## config.mk

```make
export PLATFORM = sky130hd
export DESIGN_NAME = vga_protocol_gen_flat
export DESIGN_NICKNAME = d
export VERILOG_FILES = /design/src/rtl/vga_protocol_gen_if.sv /design/src/rtl/vga_protocol_gen.sv /design/src/flat_wrapper.sv
export SDC_FILE = /design/constraint.sdc
export NUM_CORES = 1
export LEC_CHECK = 0
export BUFFER_PORTS_ARGS = -buffer_cell sky130_fd_sc_hd__buf_4
export CORE_MARGIN = 3
export CORE_UTILIZATION = 30
export DETAILED_ROUTE_END_ITERATION = 7
export SYNTH_ARGS = -nofsm -noshare
export SYNTH_HDL_FRONTEND = slang
export SYNTH_SLANG_ARGS = --single-unit
```

## constraint.sdc

```tcl
create_clock -name clk -period 5.35 [get_ports clk]
set_input_delay 0.535 -clock clk [delete_from_list [all_inputs] [get_ports clk]]
set_output_delay 0.535 -clock clk [all_outputs]
set_load 0.005 [all_outputs]
```

## src/rtl/vga_protocol_gen_if.sv

```systemverilog
// rtl/vga_protocol_gen_if.sv - VGA output bundle (sync, active-video qualifier, RGB, DAC clock)
interface vga_if;
    logic       h_sync;
    logic       v_sync;
    logic       disp_vld;
    logic [7:0] vga_r;
    logic [7:0] vga_g;
    logic [7:0] vga_b;
    logic       vga_clk;

    modport master (
        output h_sync,
        output v_sync,
        output disp_vld,
        output vga_r,
        output vga_g,
        output vga_b,
        output vga_clk
    );

    modport slave (
        input h_sync,
        input v_sync,
        input disp_vld,
        input vga_r,
        input vga_g,
        input vga_b,
        input vga_clk
    );
endinterface

```

## src/rtl/vga_protocol_gen.sv

```systemverilog
// rtl/vga_protocol_gen.sv - VGA 640x480@60 timing generator with colour-bar test pattern
module vga_protocol_gen #(
    parameter int H_SYNC   = 96,
    parameter int H_BACK   = 48,
    parameter int H_ACTIVE = 640,
    parameter int H_FRONT  = 16,
    parameter int V_SYNC   = 2,
    parameter int V_BACK   = 33,
    parameter int V_ACTIVE = 480,
    parameter int V_FRONT  = 10
) (
    input  logic  clk,
    input  logic  rst_n,
    vga_if.master vga
);

    localparam int H_TOTAL     = H_SYNC + H_BACK + H_ACTIVE + H_FRONT;
    localparam int V_TOTAL     = V_SYNC + V_BACK + V_ACTIVE + V_FRONT;
    localparam int H_VIS_START = H_SYNC + H_BACK;
    localparam int H_VIS_END   = H_VIS_START + H_ACTIVE;
    localparam int V_VIS_START = V_SYNC + V_BACK;
    localparam int V_VIS_END   = V_VIS_START + V_ACTIVE;
    localparam int BAR_W       = 80;
    localparam int HW          = $clog2(H_TOTAL);
    localparam int VW          = $clog2(V_TOTAL);

    // ST_IDLE holds the counters at (0,0) for one edge after reset release so
    // the frame restarts cleanly; the first decoded pixel appears one edge later.
    typedef enum logic {
        ST_IDLE,
        ST_RUN
    } state_e;

    state_e        state_q, state_d;
    logic [HW-1:0] h_cnt_q, h_cnt_d;
    logic [VW-1:0] v_cnt_q, v_cnt_d;
    logic          h_sync_q, h_sync_d;
    logic          v_sync_q, v_sync_d;
    logic          disp_vld_q, disp_vld_d;
    logic [7:0]    r_q, r_d;
    logic [7:0]    g_q, g_d;
    logic [7:0]    b_q, b_d;
    logic [HW-1:0] x;
    logic [2:0]    bar;

    // Next-state: counter advance and registered decode of the current position
    always_comb begin
        state_d    = state_q;
        h_cnt_d    = h_cnt_q;
        v_cnt_d    = v_cnt_q;
        h_sync_d   = 1'b1;
        v_sync_d   = 1'b1;
        disp_vld_d = 1'b0;
        r_d        = 8'h00;
        g_d        = 8'h00;
        b_d        = 8'h00;
        x          = '0;
        bar        = '0;
        case (state_q)
            ST_IDLE: begin
                state_d = ST_RUN;
            end
            ST_RUN: begin
                if (h_cnt_q == HW'(H_TOTAL - 1)) begin
                    h_cnt_d = '0;
                    v_cnt_d = (v_cnt_q == VW'(V_TOTAL - 1)) ? '0 : v_cnt_q + 1'b1;
                end else begin
                    h_cnt_d = h_cnt_q + 1'b1;
                end
                h_sync_d   = (h_cnt_q >= HW'(H_SYNC));
                v_sync_d   = (v_cnt_q >= VW'(V_SYNC));
                disp_vld_d = (h_cnt_q >= HW'(H_VIS_START)) && (h_cnt_q < HW'(H_VIS_END)) &&
                             (v_cnt_q >= VW'(V_VIS_START)) && (v_cnt_q < VW'(V_VIS_END));
                x   = h_cnt_q - HW'(H_VIS_START);
                bar = 3'(x / HW'(BAR_W));
                // Bar colours map directly onto bar-index bits: red off for
                // bars 2,3,6,7, green off for 4..7, blue off for odd bars.
                if (disp_vld_d) begin
                    r_d = bar[1] ? 8'h00 : 8'hFF;
                    g_d = bar[2] ? 8'h00 : 8'hFF;
                    b_d = bar[0] ? 8'h00 : 8'hFF;
                end
            end
        endcase
    end

    // State, counters and output registers; reset drives idle output levels
    always_ff @(posedge clk or negedge rst_n) begin
        if (!rst_n) begin
            state_q    <= ST_IDLE;
            h_cnt_q    <= '0;
            v_cnt_q    <= '0;
            h_sync_q   <= 1'b1;
            v_sync_q   <= 1'b1;
            disp_vld_q <= 1'b0;
            r_q        <= 8'h00;
            g_q        <= 8'h00;
            b_q        <= 8'h00;
        end else begin
            state_q    <= state_d;
            h_cnt_q    <= h_cnt_d;
            v_cnt_q    <= v_cnt_d;
            h_sync_q   <= h_sync_d;
            v_sync_q   <= v_sync_d;
            disp_vld_q <= disp_vld_d;
            r_q        <= r_d;
            g_q        <= g_d;
            b_q        <= b_d;
        end
    end

    // DAC samples mid-pixel, so it gets the inverted pixel clock
    assign vga.vga_clk  = ~clk;
    assign vga.h_sync   = h_sync_q;
    assign vga.v_sync   = v_sync_q;
    assign vga.disp_vld = disp_vld_q;
    assign vga.vga_r    = r_q;
    assign vga.vga_g    = g_q;
    assign vga.vga_b    = b_q;

endmodule

```

## src/flat_wrapper.sv

```systemverilog
// flat-port wrapper written by rule: the top's interface ports become plain ports
module vga_protocol_gen_flat 
#(
    parameter int H_SYNC   = 96,
    parameter int H_BACK   = 48,
    parameter int H_ACTIVE = 640,
    parameter int H_FRONT  = 16,
    parameter int V_SYNC   = 2,
    parameter int V_BACK   = 33,
    parameter int V_ACTIVE = 480,
    parameter int V_FRONT  = 10
)
  (clk, rst_n, vga_h_sync, vga_v_sync, vga_disp_vld, vga_vga_r, vga_vga_g, vga_vga_b, vga_vga_clk);
  vga_if vga_i ();
  input  logic clk;
  input  logic rst_n;
  output wire logic [$bits(vga_i.h_sync)-1:0] vga_h_sync;
  output wire logic [$bits(vga_i.v_sync)-1:0] vga_v_sync;
  output wire logic [$bits(vga_i.disp_vld)-1:0] vga_disp_vld;
  output wire logic [$bits(vga_i.vga_r)-1:0] vga_vga_r;
  output wire logic [$bits(vga_i.vga_g)-1:0] vga_vga_g;
  output wire logic [$bits(vga_i.vga_b)-1:0] vga_vga_b;
  output wire logic [$bits(vga_i.vga_clk)-1:0] vga_vga_clk;
  assign vga_h_sync = vga_i.h_sync;
  assign vga_v_sync = vga_i.v_sync;
  assign vga_disp_vld = vga_i.disp_vld;
  assign vga_vga_r = vga_i.vga_r;
  assign vga_vga_g = vga_i.vga_g;
  assign vga_vga_b = vga_i.vga_b;
  assign vga_vga_clk = vga_i.vga_clk;
  vga_protocol_gen #(.H_SYNC(H_SYNC), .H_BACK(H_BACK), .H_ACTIVE(H_ACTIVE), .H_FRONT(H_FRONT), .V_SYNC(V_SYNC), .V_BACK(V_BACK), .V_ACTIVE(V_ACTIVE), .V_FRONT(V_FRONT)) u_core (.clk(clk), .rst_n(rst_n), .vga(vga_i));
endmodule
```

Word-level counts from Yosys, hierarchy flattened
Cells that the tools add are included. Widths: inputs -> output; s select.

Flip-flop bits (word level): 48. Logic and storage cells: 40. Output and inout bits: 28. Bits of input ports: 2.

Reductions and logical operators: 4. Add/sub/neg operators: 3. Equal/unequal tests: 2. Divide/modulo/power cells: 1. Order comparisons: 6. Mux-type cells: 14. Bitwise gates (word level): 1.

Operators with widths (count): $mux 8 (9); $add 10x1->10 const B (2); $eq 10x10->1 const B (2); $lt 10x10->1 const B (2); $mux 10 (2); $div 10x7->10 const B (1); $ge 10x2->1 const B (1); $ge 10x6->1 const B (1); $ge 10x7->1 const B (1); $ge 10x8->1 const B (1); $sub 10x8->10 const B (1); $logic_and 1x1->1 (3); $mux 1 (3); $reduce_and 2->1 (1); $not 1->1 (1).

Longest topological paths before layout
Word-level depth: 6. Gate-level depth with buffers: 10. Mapped depth without buffers: 8.

==> out/metrics.cfg <==
[outcome]
status = complete, no violations

[timing]
worst_slew_pin_slew_ns = 0.774
clock_skew_ns = 0.00537
finalHoldViolations = 0
rsz0062_at_grt = false
final_max_slew_viol_count = 0
slew_headroom_pct = 48.2
tns_ns = 0
setup_ws_ns = 1.71
setup_viol = 0

[pwr]
ir_drop_uv = 122
p_leak_uw = 0.000905
p_int_uw = 439
power_frac_comb_pct = 32.7
power_frac_clock_pct = 27.2
pwr-share-seq_pct = 40.1
switching_share_pct = 34.4
p_switching_uw = 230
powerDensity_mw_per_mm2 = 340

[grt]
grt_use_total_pct = 9.21
antenna_found_initial = 0
grt_max_degree = 28
grt_pass1_vias = 1217
grt_pass1_wl_um = 5440
gr-total-overflow = 0

[placement]
gp_congestion = 0.792
hpwl_um = 2340
pre_cts_ws_ns = 2.02
numPortBuffers = 29

[critical_path]
path_class = clk2out
cp_data_required_time_ns = 4.82
start_kind = clock port
reg2reg_slack_ns = 2.70
arrival_ns = 3.11
critPathMaxFanout = 13
cp-end-kind = primary output

[route]
wl_per_cell_um = 11.5
drt_wl_total_um = 3100
vias = 1305
dr.pass1.iters = 4
drc = 0
ant_nets = 0
viasPerCell = 4.83
drt_iter0_drc = 97

[die]
row_count = 27
chipHeight_um = 83.0
die_area_mm2 = 0.00688
ios = 30
start_util_pct = 31.7
design.core.area_mm2 = 0.00561
die_w_um = 83.0

[clock_network]
root_buffer = clkbuf_8
clk_pin_slew_ns = 0.10
h-tree-depth = 1
cts.path.max_buffers = 2
cts_inserted_buffers = 3
post_cts_buffers = 0
hold_buffers = 0
cts_resized = 0
tritoncts = built
clock_latency_ns = 0.27

[synth]
ys_seq_area_share_pct = 38.2
yosysWarnings = 0
synth_seq_cells = 27
async_reset_ff_share_pct = 100
synth_cell_types = 48
syn_area_mm2 = 0.00178
syn_inst = 193
synth_edf_count = 0
synth_nets = 204
synth-main-ff-cell = dfrtp_1
postSynthAreaPerCell_um2 = 9.21

[layout]
mostFrequentLayoutCells = buf_4 (30), dfrtp_1 (25), nor2_1 (19)
drive_gt1_share_pct = 22.2
areaGrowthSynthToFinish_pct = 10.6
final_nets = 210
mostFrequentLayoutCell = buf_4
diodes = 0

[flow_run]
maxCapViolations = 0

[hold_path]
min_path_type = in2async

## cell families after synthesis
family | synth area share [%]
AND/OR/NAND/NOR | 20.6
buffers and inverters | 12.8
AO/OA/AOI/OAI | 10.8
flip-flops | 38.2
XOR/XNOR | 9.86
adder cells (fa/ha/maj) | 6.97
other | 0.211
multiplexers | 0.563
## metal layers
layer	wire length, um	GRT usage (%)
met5	0	0
met4	27	2.38
met3	200	2.38
met2	1360	15.5
met1	1520	11.7
## layout make-up
cell class                      instances  area, um^2
Clock buffer                            4        48.8
Clock inverter                          2        33.8
Fill cell                             566        3640
Inverter                                7        26.3
Multi-Input combinational cell        129         871
Sequential cell                        27         678
Tap cell                               72        90.1
Timing Repair Buffer                   29         218
## stage by stage
step | cell area, um^2 | hold WS (ns) | instances | utilization, % | power, uW
5_1_grt | 1970 | 0.172 | 270 | 35.1 | 720
3_3_place_gp | 1890 | 0.469 | 266 | 33.8 | 505
4_1_cts | 1970 | 0.161 | 270 | 35.1 | 676
3_5_place_dp | 1890 | 0.472 | 266 | 33.8 | 503
6_report | 1970 | 0.155 | 270 | 35.1 | 669
2_1_floorplan | 1780 | 0.239 | 193 | - | 454
## critical path: stages
cell,delay [ns]
clkbuf_8,0.12
clkbuf_8,0.16
inv_1,0.06
buf_4,0.10
## Yosys cell counts (all sizes together), types with 2 or more instances
cell    instances  area share (%)
or2             2            0.70
nor4bb          2             1.1
dfstp           2             3.0
nor3            4             1.1
o21ai          11             3.1
nor4            3             1.1
nand2          13             2.7
a21oi           2            0.56
buf            25              10
and3            5             1.8
nand2b          2            0.70
xnor2          13             6.4
nand4           5             1.8
xor2            7             3.5
clkbuf          4            0.84
dfrtp          25              35
o21a            2             1.3
a211oi          2            0.84
nand3           8             2.3
ha              9             6.3
inv             8             1.7
nor2           19             4.0
## registers in the layout, summed over array words and instances (netlist names)
signal	cells
u_core.vga.disp_vld	1
u_core.vga.vga_b	1
u_core.vga.v_sync	1
u_core.state_q	1
u_core.vga.h_sync	1
u_core.h_cnt_q	10
u_core.vga.vga_r	1
u_core.vga.vga_g	1
u_core.v_cnt_q	10
## power groups by stage
stage | sequential, uW | combinational, uW | clock [uW]
global placement | 271 | 220 | 14.9
finish | 268 | 219 | 182
detailed placement | 272 | 217 | 14.9
CTS | 268 | 220 | 189
floorplan | 255 | 195 | 4.28
global route | 275 | 248 | 198
## final timing paths
check / cells past startpoint / end / start
worst min-delay path: 1 / u_core.v_cnt_q[0]$_DFFE_PN0P_ / rst_n
worst max register to register: 8 / u_core.vga.vga_b[6]$_DFF_PN0_ / u_core.h_cnt_q[4]$_DFFE_PN0P_
worst min register to register: 1 / u_core.v_cnt_q[8]$_DFFE_PN0P_ / u_core.v_cnt_q[8]$_DFFE_PN0P_
min in group clk: 1 / u_core.v_cnt_q[8]$_DFFE_PN0P_ / u_core.v_cnt_q[8]$_DFFE_PN0P_
max in group asynchronous: 1 / u_core.vga.h_sync$_DFF_PN1_ / rst_n
worst max-delay path: 4 / vga_vga_clk / clk
(Power assumes the default switching activity.)
